## config.mk

```make
export PLATFORM = sky130hd
export DESIGN_NAME = serial_add_sequencer_flat
export DESIGN_NICKNAME = d
export VERILOG_FILES = /design/src/rtl/serial_add_pkg.sv /design/src/rtl/serial_add_sequencer_if.sv /design/src/rtl/serial_add_sequencer.sv /design/src/flat_wrapper.sv
export SDC_FILE = /design/constraint.sdc
export NUM_CORES = 1
export LEC_CHECK = 0
export CAP_MARGIN = 5
export CORE_ASPECT_RATIO = 0.6
export CORE_UTILIZATION = 45
export CTS_BUF_LIST = sky130_fd_sc_hd__clkbuf_8
export DETAILED_ROUTE_END_ITERATION = 8
export PLACE_DENSITY = 0.75
export SYNTH_ARGS = -nofsm -noshare
export SYNTH_HDL_FRONTEND = slang
export SYNTH_SLANG_ARGS = --single-unit
export TNS_END_PERCENT = 50
```

## constraint.sdc

```tcl
create_clock -name clk -period 1.38 [get_ports clk]
set_clock_uncertainty 0.15 [all_clocks]
set_input_delay 0.276 -clock clk [delete_from_list [all_inputs] [get_ports clk]]
set_output_delay 0.276 -clock clk [all_outputs]
set_load 0.02 [all_outputs]
```

## src/rtl/serial_add_pkg.sv

```systemverilog
// Shared types and helpers for the serial add sequencer.
package serial_add_pkg;

    // Sequencer states; DRAIN is only visited when the adder registers its result.
    typedef enum logic [2:0] {
        IDLE  = 3'd0,
        CLR   = 3'd1,
        SHIFT = 3'd2,
        DRAIN = 3'd3,
        DONE  = 3'd4
    } state_t;

    // Carry out of the top bit, recovered from the operand MSBs and the sum MSB.
    function automatic logic carry_out(input logic a_msb, input logic b_msb, input logic sum_msb);
        return (a_msb & b_msb) | ((a_msb ^ b_msb) & ~sum_msb);
    endfunction

endpackage

```

## src/rtl/serial_add_sequencer_if.sv

```systemverilog
// Operand and result handshakes between a parallel requester and the sequencer.
interface serial_add_sequencer_if #(
    parameter int W = 8
) ();
    logic         in_valid;
    logic         in_ready;
    logic [W-1:0] in_a;
    logic [W-1:0] in_b;
    logic         out_valid;
    logic         out_ready;
    logic [W-1:0] out_sum;
    logic         out_cout;

    // Requester side: offers operands and consumes the sum.
    modport master (
        output in_valid, in_a, in_b, out_ready,
        input  in_ready, out_valid, out_sum, out_cout
    );

    // Sequencer side.
    modport slave (
        input  in_valid, in_a, in_b, out_ready,
        output in_ready, out_valid, out_sum, out_cout
    );
endinterface

```

## src/rtl/serial_add_sequencer.sv

```systemverilog
// Parallel-to-serial controller for an external bit-serial adder: shifts the
// operands out LSB-first, collects the serial sum and presents it in parallel.
module serial_add_sequencer
    import serial_add_pkg::*;
#(
    parameter int W       = 8,
    parameter int RES_LAT = 1
) (
    input  logic                   clk,
    input  logic                   clear,
    serial_add_sequencer_if.slave  bus,
    output logic                   busy,
    output logic                   adder_clear,
    output logic                   adder_a,
    output logic                   adder_b,
    input  logic                   adder_result
);

    localparam int             CW       = $clog2(W);
    localparam logic [CW-1:0]  CNT_LAST = CW'(W - 1);

    state_t         state_q, state_d;
    logic [W-1:0]   a_sh_q, a_sh_d;
    logic [W-1:0]   b_sh_q, b_sh_d;
    logic [W-1:0]   res_sh_q, res_sh_d;
    logic           a_msb_q, a_msb_d;
    logic           b_msb_q, b_msb_d;
    logic [CW-1:0]  cnt_q, cnt_d;
    logic           cap_en;

    // State register.
    always_ff @(posedge clk or posedge clear) begin
        if (clear) state_q <= IDLE;
        else       state_q <= state_d;
    end

    // Next-state logic: IDLE -> CLR -> SHIFT x W -> (DRAIN) -> DONE -> IDLE.
    always_comb begin
        state_d = state_q;
        case (state_q)
            IDLE:    if (bus.in_valid) state_d = CLR;
            CLR:     state_d = SHIFT;
            SHIFT:   if (cnt_q == CNT_LAST) state_d = (RES_LAT == 1) ? DRAIN : DONE;
            DRAIN:   state_d = DONE;
            DONE:    if (bus.out_ready) state_d = IDLE;
            default: state_d = IDLE;
        endcase
    end

    // Sum bits appear RES_LAT cycles after their operand bits, so capture lags SHIFT by that much.
    generate
        if (RES_LAT == 0) begin : g_cap_comb
            assign cap_en = (state_q == SHIFT);
        end else begin : g_cap_reg
            logic cap_q, cap_d;
            // Delay the SHIFT indicator by one cycle to line up with the registered adder.
            always_comb cap_d = (state_q == SHIFT);
            // Capture-enable delay register.
            always_ff @(posedge clk or posedge clear) begin
                if (clear) cap_q <= 1'b0;
                else       cap_q <= cap_d;
            end
            assign cap_en = cap_q;
        end
    endgenerate

    // Datapath next values: operand load, shifting, bit count and result assembly.
    always_comb begin
        a_sh_d   = a_sh_q;
        b_sh_d   = b_sh_q;
        res_sh_d = res_sh_q;
        a_msb_d  = a_msb_q;
        b_msb_d  = b_msb_q;
        cnt_d    = cnt_q;
        case (state_q)
            IDLE: begin
                if (bus.in_valid) begin
                    a_sh_d   = bus.in_a;
                    b_sh_d   = bus.in_b;
                    a_msb_d  = bus.in_a[W-1];
                    b_msb_d  = bus.in_b[W-1];
                    res_sh_d = '0;
                end
            end
            CLR: cnt_d = '0;
            SHIFT: begin
                a_sh_d = a_sh_q >> 1;
                b_sh_d = b_sh_q >> 1;
                cnt_d  = cnt_q + CW'(1);
            end
            default: ;
        endcase
        // Sum bits arrive LSB-first, so they enter at the top and walk down.
        if (cap_en) res_sh_d = {adder_result, res_sh_q[W-1:1]};
    end

    // Datapath registers.
    always_ff @(posedge clk or posedge clear) begin
        if (clear) begin
            a_sh_q   <= '0;
            b_sh_q   <= '0;
            res_sh_q <= '0;
            a_msb_q  <= 1'b0;
            b_msb_q  <= 1'b0;
            cnt_q    <= '0;
        end else begin
            a_sh_q   <= a_sh_d;
            b_sh_q   <= b_sh_d;
            res_sh_q <= res_sh_d;
            a_msb_q  <= a_msb_d;
            b_msb_q  <= b_msb_d;
            cnt_q    <= cnt_d;
        end
    end

    // Outputs decoded from state and registers only; nothing passes straight from an input.
    always_comb begin
        bus.in_ready  = (state_q == IDLE);
        busy          = (state_q != IDLE);
        adder_clear   = (state_q == CLR);
        adder_a       = 1'b0;
        adder_b       = 1'b0;
        bus.out_valid = 1'b0;
        bus.out_sum   = '0;
        bus.out_cout  = 1'b0;
        case (state_q)
            SHIFT: begin
                adder_a = a_sh_q[0];
                adder_b = b_sh_q[0];
            end
            DONE: begin
                bus.out_valid = 1'b1;
                bus.out_sum   = res_sh_q;
                bus.out_cout  = carry_out(a_msb_q, b_msb_q, res_sh_q[W-1]);
            end
            default: ;
        endcase
    end

endmodule

```

## src/flat_wrapper.sv

```systemverilog
// flat-port wrapper written by rule: the top's interface ports become plain ports
module serial_add_sequencer_flat import serial_add_pkg::*;
#(
    parameter int W       = 8,
    parameter int RES_LAT = 1
)
  (clk, clear, busy, adder_clear, adder_a, adder_b, adder_result, bus_in_valid, bus_in_a, bus_in_b, bus_out_ready, bus_in_ready, bus_out_valid, bus_out_sum, bus_out_cout);
  serial_add_sequencer_if #(.W(W)) bus_i ();
  input  logic clk;
  input  logic clear;
  output logic busy;
  output logic adder_clear;
  output logic adder_a;
  output logic adder_b;
  input  logic adder_result;
  input wire logic [$bits(bus_i.in_valid)-1:0] bus_in_valid;
  input wire logic [$bits(bus_i.in_a)-1:0] bus_in_a;
  input wire logic [$bits(bus_i.in_b)-1:0] bus_in_b;
  input wire logic [$bits(bus_i.out_ready)-1:0] bus_out_ready;
  output wire logic [$bits(bus_i.in_ready)-1:0] bus_in_ready;
  output wire logic [$bits(bus_i.out_valid)-1:0] bus_out_valid;
  output wire logic [$bits(bus_i.out_sum)-1:0] bus_out_sum;
  output wire logic [$bits(bus_i.out_cout)-1:0] bus_out_cout;
  assign bus_i.in_valid = bus_in_valid;
  assign bus_i.in_a = bus_in_a;
  assign bus_i.in_b = bus_in_b;
  assign bus_i.out_ready = bus_out_ready;
  assign bus_in_ready = bus_i.in_ready;
  assign bus_out_valid = bus_i.out_valid;
  assign bus_out_sum = bus_i.out_sum;
  assign bus_out_cout = bus_i.out_cout;
  serial_add_sequencer #(.W(W), .RES_LAT(RES_LAT)) u_core (.clk(clk), .clear(clear), .bus(bus_i), .busy(busy), .adder_clear(adder_clear), .adder_a(adder_a), .adder_b(adder_b), .adder_result(adder_result));
endmodule
```

==> out/qor.txt <==
depth of the CTS H-tree -> 2
number of hold violations in the final report -> 0
status -> finished, violations left
Slew HR -> 78.54%
combinational power share -> 61.2%
R2R Path Start -> u_core.state_q[0]
first-pass GRT wire length -> 6.962 mm
Congestion Overflow GR -> 0
Final Util -> 79.71%
Leak -> 1.198 nW
post-route design area -> 2649 um^2
Root Driver -> clkbuf_8
highest clock rate -> 538.5 MHz
number of synthesized flops with an enable pin -> 0
Hold Crit Class -> input pin to async pin
Int Pwr -> 3.815 mW
clock power share -> 10.7%
min cycle time layout -> 1.857 ns
placed wire-length estimate -> 2.912 mm
largest net degree at the start of global routing -> 34
Yosys top cell area share -> 51.40%
Area after DPL -> 2221 um^2
Distinct cells, synth -> 33
maximum vdd drop -> 0.001102 V
setup TNS -> -12.93 ns
post-synth top area cell -> dfrtp_1
Critical Path End Type -> output pin
CTS max path bufs -> 2
RePlAce Congestion -> 0.8074
RSZ-0062 raised after global routing -> true
R2R Setup Slk -> -0.35 ns
Syn Nets -> 175
Starting Density -> 48.34%
Rows -> 16
clk_lat worst skew -> 0.29 ns
First-pass DRT Iterations -> 4
CTS tree -> built
Setup crit end -> bus_out_cout
Fin Hold WS -> 0.1778 ns
startpoint types -> register
Yosys warnings -> 0
Setup-failing EPs final -> 45
kind of critical path -> register to output pin
CP Data Arrival Time -> 1.43 ns
vias in the first global route -> 1417
Nets -> 246
DR vias/cell -> 5.789
sequential area share after synthesis -> 51.40%
failing checks -> setup timing
DR iter-0 viols -> 160
Max Cap Viol -> 0
fin. max-slew vios -> 0
Power Density -> 2390 nW/um^2
DRT antenna net count -> 0
drc violations -> 0
Post-Synthesis Cells -> 151
top post-synthesis cells by area -> dfrtp_1 51%, and2_1 6.2%, a22o_1 5.5%
switching share of power -> 39.74%
Routed WL -> 5.053 mm
Worst-Margin Slew -> 0.3219 ns
setup ws final -> -0.4769 ns
Switch Pwr -> 2.515 mW
synth-to-layout area growth -> 64.88%
most common cell after layout, fill and taps aside -> dfrtp_1
Worst Setup SP -> u_core.b_msb_q
Die W -> 79.14 um
chip height -> 48.28 um
Die Footprint -> 3821 um^2
Post-synth ARST share -> 100.0%
Tcrit/Tclk final -> 134.6%
I/O pin total -> 36
CTS Sinks -> 33
worst r2r dst -> u_core.b_msb_q
synthesized cell area -> 1607 um^2
core area -> 3323 um^2
top_reg_cell synth -> dfrtp_1
Reg2Reg Depth -> 6
Tot Pwr -> 6.331 mW
Syn Area/Cell -> 10.64 um^2
clock slew at reported path FFs -> 0.06 ns
Antenna Cells -> 0
Num CTS Buffers -> 5
register share of total power -> 28.1%
commonest non-fill, non-tap cells in the layout -> 31 x dfrtp_1, 30 x buf_6, 23 x buf_4
crit-path max FO -> 2
Vias -> 1540
GRT Total Usage -> 25.77%
Critical Path RT -> 0.95 ns
initial antenna violation count -> 0
Yosys reg bits -> 33
layout cell share with drive strength beyond 1 -> 47.96%
routed length per instance -> 19.00 um
Buffers on Ports -> 35
cell families (layout without fill, tap and decap cells):
logic type                 after synthesis  count (layout)  synth area share (%)
AOI/OAI and AO/OA                       58              58                 24.69
and+or+nand+nor                         36              36                 13.63
DFF                                     33              33                 51.40
buffers and inverters                   17              87                 5.373
adders and majority gates                3               3                 2.337
muxes                                    3               3                 2.025
xor gates and xnor gates                 1               1                0.5453
per-layer routing:
layer | share of wire (%) | global-route usage [%]
met5 | 0 | 0
met2 | 48 | 43.28
met1 | 45 | 32.94
met3 | 4.5 | 7.477
met4 | 2.0 | 9.818
area by class of cell:
type                       instances  area, um^2
multi-input combinational        101       899.6
sequential                        33       828.3
timing repair buffer              76       770.7
fill                             187       674.4
clock buffer                       5       68.82
tap                               45       56.30
inverter                           5       20.02
clock inverter                     1       5.005
cell usage after synthesis (2+ instances only):
| cell | count |
|---|---|
| dfrtp_1 | 33 |
| a22oi_1 | 2 |
| and3_1 | 2 |
| a31oi_1 | 9 |
| and2_1 | 16 |
| inv_1 | 4 |
| nand2_1 | 6 |
| a22o_1 | 10 |
| o21ai_1 | 2 |
| nor2b_1 | 4 |
| ha_1 | 3 |
| nor2_1 | 3 |
| o2bb2ai_1 | 7 |
| a21oi_1 | 7 |
| o21ai_0 | 4 |
| or3b_1 | 2 |
| o22ai_1 | 14 |
| buf_2 | 8 |
state kept, by name, indices dropped and copies added, names as in the netlist:
signal and flops:
u_core.res_sh_q 8, u_core.b_sh_q 8, u_core.b_msb_q 1, u_core.a_sh_q 8
u_core.state_q 3, u_core.a_msb_q 1, u_core.cnt_q 3, u_core.cap_en 1
power by group through the flow:
| stage | clock [mW] | sequential [mW] | combinational (mW) |
|---|---|---|---|
| 6_report | 0.679 | 1.78 | 3.87 |
| 5_1_grt | 0.738 | 1.81 | 4.09 |
| 4_1_cts | 0.682 | 1.71 | 3.53 |
| 2_1_floorplan | 0 | 1.63 | 1.68 |
| 3_3_place_gp | 0 | 1.64 | 2.58 |
| 3_5_place_dp | 0 | 1.66 | 2.69 |
per-stage QoR:
stage	std cells	setup slack [ns]
2_1_floorplan	151	-0.1695
3_3_place_gp	248	-0.5416
3_5_place_dp	248	-0.5773
4_1_cts	265	-0.4467
5_1_grt	266	-0.5111
6_report	266	-0.4769
worst min path at each step:
stage	from	depth (start not counted)	end	slack (ns)
5_1_grt	clear	3	u_core.cnt_q[0]	0.20
4_1_cts	clear	3	u_core.b_sh_q[6]	0.18
2_1_floorplan	clear	1	u_core.a_msb_q	0.25
3_5_place_dp	u_core.a_sh_q[3]	1	u_core.a_sh_q[3]	0.32
6_report	clear	3	u_core.b_sh_q[5]	0.18
3_3_place_gp	u_core.a_sh_q[2]	1	u_core.a_sh_q[2]	0.32
timing repair:
| item | 4_1_cts | 5_1_grt |
|---|---|---|
| setup endpoints to repair | 46 | 46 |
| buffers inserted | 11 | 2 |
| resized for setup | 133 | 14 |
| hold buffers | 0 | 0 |
| pin swaps | 42 | 8 |
worst max-delay path, stage by stage, from the launching register on:
cell and delay (ns):
dfrtp_1 0.39, ha_1 0.31, nor2b_4 0.13, o21a_4 0.19
buf_6 0.12
No activity file was read; power rests on OpenSTA's default activity.
